### config.mk
export PLATFORM = sky130hd
export DESIGN_NAME = key_dir_decoder_flat
export DESIGN_NICKNAME = d
export VERILOG_FILES = /design/src/rtl/key_dir_decoder_if.sv /design/src/rtl/key_dir_decoder.sv /design/src/flat_wrapper.sv
export SDC_FILE = /design/constraint.sdc
export NUM_CORES = 1
export LEC_CHECK = 0
export CAP_MARGIN = 40
export CORE_UTILIZATION = 35
export DETAILED_ROUTE_END_ITERATION = 8
export GPL_TIMING_DRIVEN = 0
export PLACE_DENSITY = 0.53
export SYNTH_ARGS = -nofsm -noshare
export SYNTH_HDL_FRONTEND = slang
export SYNTH_SLANG_ARGS = --single-unit
### constraint.sdc
create_clock -name clk -period 1.95 [get_ports clk]
set_input_delay 0.2925 -clock clk [delete_from_list [all_inputs] [get_ports clk]]
set_output_delay 0.2925 -clock clk [all_outputs]
set_load 0.005 [all_outputs]
### src/rtl/key_dir_decoder_if.sv
// Scancode byte stream in, held-direction vector and event pulses out.
interface key_dir_decoder_if;
    logic [7:0] byte_data;
    logic       byte_valid;
    logic [3:0] btnstate;
    logic       start_pulse;
    logic       parse_err;

    modport master (
        output byte_data, byte_valid,
        input  btnstate, start_pulse, parse_err
    );

    modport slave (
        input  byte_data, byte_valid,
        output btnstate, start_pulse, parse_err
    );
endinterface

### src/rtl/key_dir_decoder.sv
// PS/2 scancode parser: tracks held direction keys (arrows/WASD),
// resolves opposite keys last-pressed-wins, and pulses on Enter make.
module key_dir_decoder #(
    parameter int TIMEOUT_CYCLES = 2000000,
    parameter bit ENABLE_WASD    = 1'b1
) (
    input logic              clk,
    input logic              rst,
    key_dir_decoder_if.slave kb
);
    localparam int CW = (TIMEOUT_CYCLES > 2) ? $clog2(TIMEOUT_CYCLES) : 1;
    localparam logic [CW-1:0] LAST = CW'(TIMEOUT_CYCLES - 1);

    typedef enum logic [1:0] {IDLE, EXT, BRK, EXT_BRK} state_t;

    state_t        state_q, state_d;
    logic [3:0]    held_q, held_d;
    logic          pri_v_q, pri_v_d;
    logic          pri_h_q, pri_h_d;
    logic          ent_q, ent_d;
    logic [CW-1:0] cnt_q, cnt_d;
    logic [3:0]    btn_d;
    logic          start_d, err_d;
    logic          mk, brk, ext, enter;
    logic [3:0]    dir, dir_x, dir_n;
    logic          is_e0, is_f0, is_aa, is_ent;

    assign is_e0  = kb.byte_data == 8'hE0;
    assign is_f0  = kb.byte_data == 8'hF0;
    assign is_aa  = kb.byte_data == 8'hAA;
    assign is_ent = kb.byte_data == 8'h5A;

    // Both maps decoded from the byte alone; prefix context picks one.
    always_comb begin
        dir_x = 4'b0000;
        dir_n = 4'b0000;
        unique case (1'b1)
            kb.byte_data == 8'h75: dir_x = 4'b1000;
            kb.byte_data == 8'h72: dir_x = 4'b0100;
            kb.byte_data == 8'h6B: dir_x = 4'b0010;
            kb.byte_data == 8'h74: dir_x = 4'b0001;
            default:               dir_x = 4'b0000;
        endcase
        if (ENABLE_WASD) begin
            unique case (1'b1)
                kb.byte_data == 8'h1D: dir_n = 4'b1000;
                kb.byte_data == 8'h1B: dir_n = 4'b0100;
                kb.byte_data == 8'h1C: dir_n = 4'b0010;
                kb.byte_data == 8'h23: dir_n = 4'b0001;
                default:               dir_n = 4'b0000;
            endcase
        end
    end

    always_comb begin
        state_d = state_q;
        held_d  = held_q;
        pri_v_d = pri_v_q;
        pri_h_d = pri_h_q;
        ent_d   = ent_q;
        cnt_d   = cnt_q;
        err_d   = 1'b0;
        start_d = 1'b0;
        mk      = 1'b0;
        brk     = 1'b0;
        ext     = 1'b0;
        if (kb.byte_valid) begin
            cnt_d = '0;
            unique case (state_q)
                IDLE: begin
                    if (is_e0) begin
                        state_d = EXT;
                    end else if (is_f0) begin
                        state_d = BRK;
                    end else if (is_aa) begin
                        held_d = 4'b0000;
                        ent_d  = 1'b0;
                    end else begin
                        mk = 1'b1;
                    end
                end
                EXT: begin
                    if (is_f0) begin
                        state_d = EXT_BRK;
                    end else if (is_e0) begin
                        err_d = 1'b1;
                    end else begin
                        mk      = 1'b1;
                        ext     = 1'b1;
                        state_d = IDLE;
                    end
                end
                BRK, EXT_BRK: begin
                    state_d = IDLE;
                    if (is_e0 || is_f0) begin
                        err_d = 1'b1;
                    end else begin
                        brk = 1'b1;
                        ext = (state_q == EXT_BRK);
                    end
                end
                default: state_d = IDLE;
            endcase
        end else if (state_q != IDLE) begin
            if (cnt_q == LAST) begin
                state_d = IDLE;
                err_d   = 1'b1;
                cnt_d   = '0;
            end else begin
                cnt_d = cnt_q + CW'(1);
            end
        end

        dir   = ext ? dir_x : dir_n;
        enter = !ext && is_ent;
        if (mk) begin
            held_d = held_q | dir;
            if (dir[3]) pri_v_d = 1'b1;
            if (dir[2]) pri_v_d = 1'b0;
            if (dir[1]) pri_h_d = 1'b1;
            if (dir[0]) pri_h_d = 1'b0;
            if (enter) begin
                start_d = !ent_q;
                ent_d   = 1'b1;
            end
        end
        if (brk) begin
            held_d = held_q & ~dir;
            if (enter) ent_d = 1'b0;
        end

        // pri_v: 1 = up pressed last; pri_h: 1 = left pressed last
        btn_d[3] = held_d[3] & (~held_d[2] |  pri_v_d);
        btn_d[2] = held_d[2] & (~held_d[3] | ~pri_v_d);
        btn_d[1] = held_d[1] & (~held_d[0] |  pri_h_d);
        btn_d[0] = held_d[0] & (~held_d[1] | ~pri_h_d);
    end

    always_ff @(posedge clk or posedge rst) begin
        if (rst) begin
            state_q        <= IDLE;
            held_q         <= 4'b0000;
            pri_v_q        <= 1'b0;
            pri_h_q        <= 1'b0;
            ent_q          <= 1'b0;
            cnt_q          <= '0;
            kb.btnstate    <= 4'b0000;
            kb.start_pulse <= 1'b0;
            kb.parse_err   <= 1'b0;
        end else begin
            state_q        <= state_d;
            held_q         <= held_d;
            pri_v_q        <= pri_v_d;
            pri_h_q        <= pri_h_d;
            ent_q          <= ent_d;
            cnt_q          <= cnt_d;
            kb.btnstate    <= btn_d;
            kb.start_pulse <= start_d;
            kb.parse_err   <= err_d;
        end
    end
endmodule
### src/flat_wrapper.sv
// flat-port wrapper written by rule: the top's interface ports become plain ports
module key_dir_decoder_flat 
#(
    parameter int TIMEOUT_CYCLES = 2000000,
    parameter bit ENABLE_WASD    = 1'b1
)
  (clk, rst, kb_byte_data, kb_byte_valid, kb_btnstate, kb_start_pulse, kb_parse_err);
  key_dir_decoder_if kb_i ();
  input logic clk;
  input logic rst;
  input wire logic [$bits(kb_i.byte_data)-1:0] kb_byte_data;
  input wire logic [$bits(kb_i.byte_valid)-1:0] kb_byte_valid;
  output wire logic [$bits(kb_i.btnstate)-1:0] kb_btnstate;
  output wire logic [$bits(kb_i.start_pulse)-1:0] kb_start_pulse;
  output wire logic [$bits(kb_i.parse_err)-1:0] kb_parse_err;
  assign kb_i.byte_data = kb_byte_data;
  assign kb_i.byte_valid = kb_byte_valid;
  assign kb_btnstate = kb_i.btnstate;
  assign kb_start_pulse = kb_i.start_pulse;
  assign kb_parse_err = kb_i.parse_err;
  key_dir_decoder #(.TIMEOUT_CYCLES(TIMEOUT_CYCLES), .ENABLE_WASD(ENABLE_WASD)) u_core (.clk(clk), .rst(rst), .kb(kb_i));
endmodule
Word-level counts from Yosys, hierarchy flattened
Cells that the tools add are included.
{"block": "word_totals", "reg_bits": 36, "latch_bits": 0, "ramBits": 0, "rom_bits": 0, "inputBits": 11, "out_inout_bits": 6, "elab_cells": 113, "memories": 0}
{"block": "classes", "add_sub_neg": 1, "n_mul": 0, "n_div": 0, "magnitude_cmp": 0, "n_eq_ne": 18, "n_shift": 0, "mux": 58, "bitwise_logic": 17, "n_reduce_logical": 10}
{"op": "$mux W21", "count": 3}
{"op": "$eq A8 B7 Y1 const B", "count": 5}
{"op": "$mux W1", "count": 34}
{"op": "$mux W4", "count": 8}
{"op": "$pmux W4 S4", "count": 2}
{"op": "$eq A8 B5 Y1 const B", "count": 3}
{"op": "$eq A8 B8 Y1 const B", "count": 3}
{"op": "$add A21 B1 Y21 const B", "count": 1}
{"op": "$eq A21 B21 Y1 const B", "count": 1}
{"op": "$mux W2", "count": 7}
{"op": "$eq A8 B6 Y1 const B", "count": 1}
{"op": "$not A1 Y1", "count": 6}
{"op": "$pmux W1 S2", "count": 3}
{"op": "$pmux W2 S3", "count": 1}
{"op": "$reduce_bool A2 Y1", "count": 3}
{"op": "$and A1 B1 Y1", "count": 4}
{"op": "$and A4 B4 Y4", "count": 1}
{"op": "$eq A2 B2 Y1 const B", "count": 2}
{"op": "$ne A4 B2 Y1 const B", "count": 1}
{"op": "$ne A4 B4 Y1 const B", "count": 1}
{"op": "$not A4 Y4", "count": 1}
{"op": "$or A1 B1 Y1", "count": 4}
{"op": "$or A4 B4 Y4", "count": 1}
{"op": "$reduce_and A4 Y1", "count": 1}
{"op": "6 further kinds", "count": 7}

Depth between registers and ports, before layout
Gate-level depths: netlist (run 1).
{"block": "depth", "ltp_word": 12, "ltp_mapped": 8, "ltp_nobuf": 7}

Worst setup path after synthesis (run 1)
No wires, ideal clock.
{"block": "synth_path", "path_type": "register -> register", "from": "register u_core.cnt_q[8]", "to": "register u_core.cnt_q[4]", "setup_ps": 125, "arrival_time_ps": 1720, "required_time_ps": 1825, "path_slack_ps": 105, "stages_incl_launch_ff": 8, "n_path_buf": 1, "synth_period_minus_slack_ps": 1845, "cell_sequence": "dfrtp_1 or4b_1 nor4_1 a31oi_1 buf_6 a21o_1 nand2_1 o31ai_1"}
{"block": "synth_via", "elab_chain_cells": 4}
{"element": "start: declaration", "line": "key_dir_decoder.sv:21", "rtl": "logic [CW-1:0] cnt_q, cnt_d;"}
{"element": "start signal: assignment", "line": "key_dir_decoder.sv:156", "rtl": "cnt_q <= cnt_d;"}
{"element": "$eq A21 B21 Y1", "line": "key_dir_decoder.sv:105", "rtl": "if (cnt_q == LAST) begin"}
{"element": "$mux W21", "line": "key_dir_decoder.sv:105"}
{"element": "$mux W21", "line": "key_dir_decoder.sv:104", "rtl": "end else if (state_q != IDLE) begin"}
{"element": "$mux W21", "line": "key_dir_decoder.sv:67", "rtl": "if (kb.byte_valid) begin"}
Every way passes these cells. The select of a mux whose other input is x is not followed.
A chain may end at the register's enable or synchronous reset.

Worst setup path after layout (run 1)
{"block": "layout_path", "from": "register u_core.cnt_q[9]", "to": "register u_core.kb.parse_err"}
{"block": "layout_via", "elab_chain_cells": 4}
{"element": "$eq A21 B21 Y1", "line": "key_dir_decoder.sv:105"}
{"element": "$mux W1", "line": "key_dir_decoder.sv:105"}
{"element": "$mux W1", "line": "key_dir_decoder.sv:104"}
{"element": "$mux W1", "line": "key_dir_decoder.sv:67"}
{"element": "net u_core.err_d", "line": "key_dir_decoder.sv:23", "rtl": "logic start_d, err_d;"}
{"element": "end signal: assignment", "line": "key_dir_decoder.sv:159", "rtl": "kb.parse_err <= err_d;"}
{"element": "end: declaration", "line": "key_dir_decoder_if.sv:16", "rtl": "output btnstate, start_pulse, parse_err"}
The timed path passes the listed nets, and every way through them passes these cells.

==> flow_summary.yaml, run 1 <==
outcome:
  status: "finished with violations"
  violations: "negative setup slack"
min_path:
  hold_path.startpoint: "kb_byte_valid"
  hold_class: "in2reg"
floorplanning:
  chipWidth_um: 78.55
  die_area_um2: 6169
  die_h_um: 78.55
  core_area_um2: 5574
  num_io_pins: 17
  initial_utilization: 0.3679
  num_rows: 27
power_and_ir_drop:
  p_leak_nw: 1.088
  power_mw: 1.534
  powerDensity_nw_per_um2: 595.9
  ir_drop_mv: 0.4102
setup_path:
  r2r_start: "u_core.cnt_q[9]"
  worst-path-max-fanout: 5
  crit_path_start: "u_core.cnt_q[9]"
  endpoint_kind: "flip-flop"
  cp-start-kind: "flip-flop"
  critPathKind: "reg2reg"
  worstPathRequired_ns: 2.13
  arrival_ns: 2.13
layout:
  final_cell_mix: "dfrtp_1, nor2_1, nand2_1"
  final_core_utilization: 0.4617
  drive_gt1_frac: 0.2266
  layoutNonFillerInstCount: 328
  seq_area_um2: 903.4
  syn_to_final_growth_pct: 25.50
  finalNetCount: 267
  multiInputGateArea_um2: 1194
  antenna_cells: 0
  fillers: 557
  layout_commonest_cell: "dfrtp_1"
clock_network:
  clock_latency_ns: 0.29
  cts.sinks: 36
  holdBufCountCts: 0
  cts_max_path_buffers: 2
  clk_pin_slew_ns: 0.07
  cts-root-buf: "clkbuf_8"
  numCtsBuffers: 5
  htreeDepth: 2
  cts_tree: "built"
sta:
  rsz0062_at_grt: "yes"
  timing_hold_violations_final: 0
  setup_viol: 1
  finalCritPeriodShare: 1.001
  drv_slew: 0
  fmax_mhz: 512.2
  final.min_clock_period_ns: 1.953
  maxSlewHeadroom: 0.5045
  worst_slew_pin_slew_ns: 0.7422
  tns_ns: -0.002526
  fin_skew_ns: 0.007806
  setup_slack_ns: -0.002526
global_routing:
  grt_usage: 0.1630
  grt_antenna_before_repair: 0
  grt_overflow: 0
  grt_first_pass_wirelength_mm: 7.817
  grt_max_degree: 37
  grt_pass1_vias: 1611
logic_synthesis:
  synthCells: 220
  syn_area_um2: 2051
  synth_compound_area_frac: 0.1263
  synth_area_per_cell_um2: 9.321
  yosys.area_share.adder: 0.006101
  post_synth_num_cell_types: 51
  synth_mux_area_frac: 0.01464
  yosysSeqAreaShare: 0.4393
  synth_xor_area_frac: 0.05979
  ys_warn_count: 0
  synth-seq-cells: 36
  synth-simple-area-share: 0.3191
  async_reset_ff_frac: 1.000
  synth-main-ff-cell: "dfrtp_1"
  synth_edf_count: 0
  synth_nets: 232
  synth_top_family_by_area: "simple AND/OR/NAND/NOR gates"
detailed_routing:
  drt_iter0_drc: 72
  drtAntennaViolNets: 0
  first_pass_iters: 4
  routed-via-count: 1691
  post_drt_via_cell_ratio: 5.155
  wl_mm: 4.614
  drc_errors: 0
  wl_per_cell_um: 14.07
place:
  placedCellCount: 307
  hpwl_mm: 3.058
  gp_congestion: 0.7914
  place_ws_ns: -0.5859
  portBuffers: 15
run:
  drv_cap: 0
-- power breakdown --
group / internal [mW] / switching, mW
clock: 0.288 / 0.260
sequential: 0.778 / 0.0227
combinational: 0.0790 / 0.106
total: 1.14 / 0.389
-- synth_stat cells (all sizes together) (2+ instances only) --
cell type	number	area, µm²
a211oi	2	25.02
a21o	3	22.52
a21oi	2	10.01
a31o	2	17.52
a31oi	3	25.02
and2b	3	22.52
buf	3	26.27
clkbuf	2	7.510
dfrtp	36	900.9
inv	10	37.53
mux2i	3	30.03
nand2	28	105.1
nand2b	4	25.02
nand3	16	80.08
nand3b	3	22.52
nand4	6	37.54
nand4b	2	17.52
nor2	28	107.6
nor2b	2	15.02
nor3	10	55.05
nor4	4	55.05
o21ai	9	45.04
o2bb2ai	2	23.77
o31ai	4	30.03
or2	3	18.77
or4	3	22.52
xnor2	6	52.55
xor2	8	70.07
-- path summary, 6_finish.rpt --
| kind | endpoint | slack [ns] | depth (start not counted) |
|---|---|---|---|
| min reg2reg | u_core.kb.start_pulse | 0.46 | 1 |
| max | u_core.kb.parse_err | -0.003 | 5 |
| min | u_core.cnt_q[6] | 0.32 | 2 |
| max in group asynchronous | u_core.cnt_q[13] | 0.98 | 2 |
| min in group asynchronous | u_core.cnt_q[18] | 0.45 | 2 |
| max reg2reg | u_core.kb.parse_err | -0.003 | 5 |
-- metal layers --
| metal | global-route usage | wire [µm] |
|---|---|---|
| met1 | 0.2219 | 2228 |
| met3 | 0.03488 | 95 |
| met2 | 0.2522 | 2225 |
| met4 | 0.06111 | 65 |
| met5 | 0 | 0 |
-- cell families (layout without fill, tap and decap cells) --
logic type                 Yosys count  in the layout
xor gates and xnor gates            14             14
muxes                                3              3
adders and majority gates            1              1
AOI/OAI and AO/OA                   31             31
and+or+nand+nor                    120            120
buffers and inverters               15             51
DFF                                 36             36
-- what timing repair did --
item / 4_1_cts / 5_1_grt
cloned: 0 / 1
setup endpoints to repair: 28 / 31
resized for setup: 19 / 23
hold endpoints to repair: 0 / 0
pin swaps: 5 / 10
buffers inserted: 6 / 6
-- metrics by stage --
stage	hold WS, ns	area (µm²)
4_1_cts	0.3409	2464
3_5_place_dp	0.4613	2291
3_3_place_gp	0.4585	2291
2_1_floorplan	0.3588	2051
6_report	0.3199	2574
5_1_grt	0.3168	2574
-- area by class of cell --
type	count	share of cell area
sequential	36	0.3510
clock buffer	8	0.03500
inverter	10	0.01458
tap	72	0.03500
timing repair buffer	28	0.08556
buffer	5	0.01507
multi-input combinational	169	0.4638
-- registers in the layout (all words and copies together) (netlist names), 2 cells and up --
name	flops
u_core.cnt_q	21
u_core.held_q	4
u_core.kb.btnstate	4
u_core.state_q	2
-- critical path, stage by stage, from the launching register on --
cell and delay, ns:
dfrtp_1 0.42, or4b_1 0.57, nor4_4 0.28, a31oi_4 0.14, buf_6 0.16, nor3_1 0.28
Note: power is estimated with default switching activity, not from simulation.
==> run 2: changes to the inputs <==
REMOVE_ABC_BUFFERS = 1   (was not set)
==> run 2 against run 1 <==
Net effect: the flow now finishes without violations; wire length down 0.11%; clock-buffer cell count stayed put; global-route usage rose by 0.19 points; sequential power about the same; combinational power up 3%; via count shrank 1.7%; cell count decreased by 1.2%; core utilization grew 0.49 points; clock skew is 0.0035 ns lower; cell area increased by 1.1%; largest cell class unchanged.
==> flow_summary.yaml, run 2 (synthesis results as in run 1) <==
sta:
  worst_slew_pin_slew_ns: 0.7405
  final.min_clock_period_ns: 1.936
  rsz0062_at_grt: "yes"
  fmax_mhz: 516.5
  drv_slew: 0
  setup_slack_ns: 0.01390
  fin_skew_ns: 0.004280
  timing_hold_violations_final: 0
  maxSlewHeadroom: 0.5056
  setup_viol: 0
  hold_ws_ns: 0.3280
  finalCritPeriodShare: 0.9929
detailed_routing:
  drc_errors: 0
  routed-via-count: 1663
  wl_mm: 4.609
  wl_per_cell_um: 14.23
  dr_wl_met2_mm: 2.118
  highest_layer: "met4"
  met1_length_mm: 2.283
  post_drt_via_cell_ratio: 5.133
  drt_iter0_drc: 63
  first_pass_iters: 4
  wl_met3_um: 103
  drtAntennaViolNets: 0
clock_network:
  cts.sinks: 36
  holdBufCountCts: 0
  cts_tree: "built"
  clock_latency_ns: 0.28
  cts_max_path_buffers: 2
  htreeDepth: 2
  numCtsBuffers: 5
  clk_pin_slew_ns: 0.07
  cts-root-buf: "clkbuf_8"
layout:
  antenna_cells: 0
  layout_commonest_cell: "dfrtp_1"
  syn_to_final_growth_pct: 26.85
  regMostFlops: "u_core.cnt_q"
  fillers: 554
  layoutNonFillerInstCount: 324
  drive_gt1_frac: 0.2262
  final_area_um2: 2601
  final_cell_mix: "dfrtp_1, nand2_1, nor2_1"
  finalNetCount: 263
  largest_reg_flops: 21
  reg_top3: "u_core.cnt_q: 21 flops, u_core.held_q: 4 flops, u_core.kb.btnstate: 4 flops"
floorplanning:
  initial_utilization: 0.3679
  chipWidth_um: 78.55
  die_area_um2: 6169
  num_io_pins: 17
  num_rows: 27
  die_h_um: 78.55
  core_area_um2: 5574
outcome:
  status: "complete, no violations"
run:
  drv_cap: 0
setup_path:
  worst-path-max-fanout: 13
  endpoint_kind: "flip-flop"
  worstPathRequired_ns: 2.12
  arrival_ns: 2.11
  critPathKind: "reg2reg"
  cp-start-kind: "flip-flop"
power_and_ir_drop:
  powerDensity_nw_per_um2: 587.5
  internal_power_mw: 1.147
  combPwrFrac: 0.124
  clkPwrFrac: 0.354
  swShare: 0.2496
  ir_drop_mv: 0.2744
  p_leak_nw: 1.097
  pwr-share-seq: 0.522
  switchingPower_mw: 0.3814
global_routing:
  grt_usage: 0.1650
  grt_antenna_before_repair: 0
  grt_max_degree: 37
  grt_pass1_vias: 1606
  grt_first_pass_wirelength_mm: 7.831
  grt_overflow: 0
place:
  hpwl_mm: 3.002
  gp_congestion: 0.8711
  placedCellCount: 305
  dpl_cell_area_um2: 2287
  portBuffers: 16
  place_ws_ns: -0.5418
min_path:
  hold_class: "in2reg"
run 2: changes by cell type in the layout (fill, tap and decap cells not counted), moves of 2 or more:
cell,previous run,this run
buf_4,13,10
clkbuf_2,5,2
dlygate4sd2_1,4,6
nand2b_1,4,2
nand2b_4,0,2
run 2: power by group through the flow:
stage | Sequential, mW | Clock [mW] | Combinational [mW]
after floorplan | 0.808 | 0 | 0.0962
after CTS | 0.797 | 0.566 | 0.188
after global placement | 0.811 | 0 | 0.171
after global routing | 0.803 | 0.602 | 0.212
after detailed placement | 0.810 | 0 | 0.176
final | 0.797 | 0.541 | 0.190
run 2: cell type report:
type	count	area, µm²	share of cell area
Multi-Input combinational cell	169	1216	0.4675
Sequential cell	36	904.6	0.3478
Timing Repair Buffer	29	262.8	0.1010
Clock buffer	8	90.09	0.03463
Tap cell	72	90.09	0.03463
Inverter	10	37.54	0.01443
run 2: critical path, cell delays in order (launching register included):
cell and delay, ns:
dfrtp_1 0.41, or4b_4 0.54, nor4_4 0.25, a31oi_2 0.16
buf_6 0.17, nor2_4 0.12, buf_12 0.14, nor2_1 0.05
run 2: final timing paths:
path                                 start                     to  slack, ns  cells past startpoint
max                        u_core.cnt_q[9]        u_core.cnt_q[9]       0.01                      7
min                          kb_byte_valid        u_core.cnt_q[6]       0.33                      2
max reg2reg                u_core.cnt_q[9]        u_core.cnt_q[9]       0.01                      7
min reg2reg                   u_core.ent_q  u_core.kb.start_pulse       0.46                      1
max in group asynchronous              rst      u_core.state_q[0]       0.97                      2
min in group asynchronous              rst       u_core.cnt_q[17]       0.46                      2
run 2: timing repair:
item / 4_1_cts / 5_1_grt
setup endpoints to repair: 27 / 29
buffers inserted: 7 / 4
cloned: 0 / 0
gates resized for setup: 24 / 20
pin swaps: 5 / 7
run 2: layer usage:
layer  global-route usage  vias up
met3              0.03488        9
li1                     -      842
met4              0.06852        0
met2               0.2426       27
met1               0.2327      785
met5                    0        -
run 2: per-stage QoR:
| step | TNS, ns | power [mW] | utilization |
|---|---|---|---|
| floorplan | -0.8619 | 0.9044 | - |
| detailed placement | -10.64 | 0.9863 | 0.4103 |
| finish | 0 | 1.528 | 0.4667 |
| global route | -0.9212 | 1.617 | 0.4667 |
| global placement | -21.55 | 0.9818 | 0.4067 |
| CTS | 0 | 1.551 | 0.4492 |
==> run 3: changes to the inputs <==
CORE_ASPECT_RATIO = 1.1   (was not set)
==> run 3 against run 2 <==
Net effect: critical path depth stayed put; worst setup slack better by 0.016 ns; die area hardly changed; cell count is 1.2% higher; clock-buffer cell count is 2 lower; sequential share of layout area is 0.36 points lower; non-clock buffer count is 2 higher; worst hold slack better by 0.011 ns; combinational power is 5% higher; global-route usage is 0.088 points higher; total power is 2.1% lower; cell area is 1.1% higher; largest cell class unchanged; highest routed layer unchanged.
==> flow_summary.yaml, run 3 (synthesis results as in run 1) <==
setup_path:
  cp-start-kind: "flip-flop"
  worstPathRequired_ns: 2.12
  worst-path-max-fanout: 11
  critPathKind: "reg2reg"
  timing.rr.end: "u_core.cnt_q[10]"
  arrival_ns: 2.09
  crit_path_start: "u_core.cnt_q[13]"
  crit_slowest_cell: "or4b_4"
  slowest_delay_ns: 0.51
  crit_end: "u_core.cnt_q[10]"
  worstRegToRegCells: 7
  r2r_start: "u_core.cnt_q[13]"
  r2r_setup_slack_ns: 0.03
  endpoint_kind: "flip-flop"
  crit_chain: "or4b_4 -> nor4_4 -> a31oi_4 -> buf_6 -> nor2_4 -> buf_12 -> nor2_1"
floorplanning:
  chipWidth_um: 74.99
  num_rows: 28
  initial_utilization: 0.3728
  core_area_um2: 5500
  num_io_pins: 17
  die_h_um: 82.28
  die_area_um2: 6170
global_routing:
  grt_max_degree: 20
  grt_usage: 0.1659
  grt_antenna_before_repair: 0
  grt_overflow: 0
  grt_first_pass_wirelength_mm: 7.741
  grt_pass1_vias: 1643
min_path:
  hold_class: "in2reg"
layout:
  finalNetCount: 265
  largest_reg_flops: 21
  reg_top3: "u_core.cnt_q: 21 flops, u_core.held_q: 4 flops, u_core.kb.btnstate: 4 flops"
  final_area_um2: 2629
  layout_commonest_cell: "dfrtp_1"
  layoutNonFillerInstCount: 328
  syn_to_final_growth_pct: 28.19
  drive_gt1_frac: 0.2490
  seq_area_um2: 904.6
  regMostFlops: "u_core.cnt_q"
  multiInputGateArea_um2: 1232
  final_core_utilization: 0.4779
  final_cell_mix: "dfrtp_1, nor2_1, nand2_1"
  fillers: 533
  antenna_cells: 0
sta:
  rsz0062_at_grt: "yes"
  fmax_mhz: 520.7
  final.min_clock_period_ns: 1.920
  finalCritPeriodShare: 0.9848
  drv_slew: 0
  setup_viol: 0
  worst_slew_pin_slew_ns: 0.8022
  timing_hold_violations_final: 0
  fin_skew_ns: 0.004825
  maxSlewHeadroom: 0.4646
  tns_ns: 0
power_and_ir_drop:
  p_leak_nw: 1.093
  powerDensity_nw_per_um2: 569.1
  power_mw: 1.496
  ir_drop_mv: 0.3207
detailed_routing:
  drc_errors: 0
  drt_iter0_drc: 81
  wl_mm: 4.435
  drtAntennaViolNets: 0
  wl_per_cell_um: 13.52
  post_drt_via_cell_ratio: 5.095
  first_pass_iters: 4
  routed-via-count: 1671
clock_network:
  holdBufCountCts: 0
  cts_tree: "built"
  numCtsBuffers: 5
  clk_pin_slew_ns: 0.07
  clock_latency_ns: 0.28
  htreeDepth: 2
  cts_max_path_buffers: 2
  cts-root-buf: "clkbuf_8"
  cts.sinks: 36
place:
  dpl_cell_area_um2: 2318
  hpwl_mm: 3.121
  portBuffers: 16
  placedCellCount: 309
  gp_congestion: 0.7616
run:
  drv_cap: 0
outcome:
  status: "complete, no violations"
## run 3: changes by cell type in the layout (fill, tap and decap cells not counted), sizes merged
| cell | change |
|---|---|
| clkinv | +1 |
| dlygate4sd2 | -2 |
| buf | +3 |
| dlymetal6s2s | -1 |
## run 3: where the power goes
| part | internal, mW | leakage [nW] | switching, mW |
|---|---|---|---|
| combinational | 0.0894 | 0.561 | 0.109 |
| sequential | 0.778 | 0.491 | 0.0213 |
| clock | 0.243 | 0.0410 | 0.256 |
| total | 1.11 | 1.09 | 0.386 |
## run 3: through the flow
stage	hold WS [ns]	setup WS, ns
floorplan	0.3588	-0.08900
global placement	0.4406	-1.053
detailed placement	0.4319	-0.6033
CTS	0.4621	0.002759
global route	0.3464	-0.07845
finish	0.3392	0.02964
## run 3: layer usage
layer,vias to the layer above,track usage,share of wire
met2,23,0.2829,0.50
met1,799,0.2118,0.48
met4,0,0.04717,0.0095
met5,-,0,0
met3,6,0.03277,0.018
li1,843,-,-
## run 3: area by class of cell
type	count	share of cell area
clock inverter	1	0.001904
timing repair buffer	31	0.1076
sequential	36	0.3441
inverter	10	0.01428
clock buffer	6	0.02761
multi-input combinational	169	0.4688
tap	75	0.03570
## run 3: how the worst min path moves through the flow
stage             startpoint               endpoint  slack, ns  cells after the start
3_5_place_dp    u_core.ent_q  u_core.kb.start_pulse       0.43                      1
3_3_place_gp    u_core.ent_q  u_core.kb.start_pulse       0.44                      1
4_1_cts         u_core.ent_q  u_core.kb.start_pulse       0.46                      1
5_1_grt        kb_byte_valid        u_core.cnt_q[6]       0.35                      2
2_1_floorplan  kb_byte_valid        u_core.cnt_q[6]       0.36                      1
6_report       kb_byte_valid        u_core.cnt_q[6]       0.34                      2
## run 3: worst max-delay path, delay by kind of cell (launching register included)
family                 cells  cell delay (ns)
buffers and inverters      2             0.28
DFF                        1             0.45
AOI/OAI and AO/OA          1             0.14
and+or+nand+nor            4             0.93
## run 3: repair_timing
item / CTS / global route
resized for setup: 30 / 26
pin swaps: 7 / 8
setup endpoints to repair: 30 / 28
setup buffers: 9 / 3
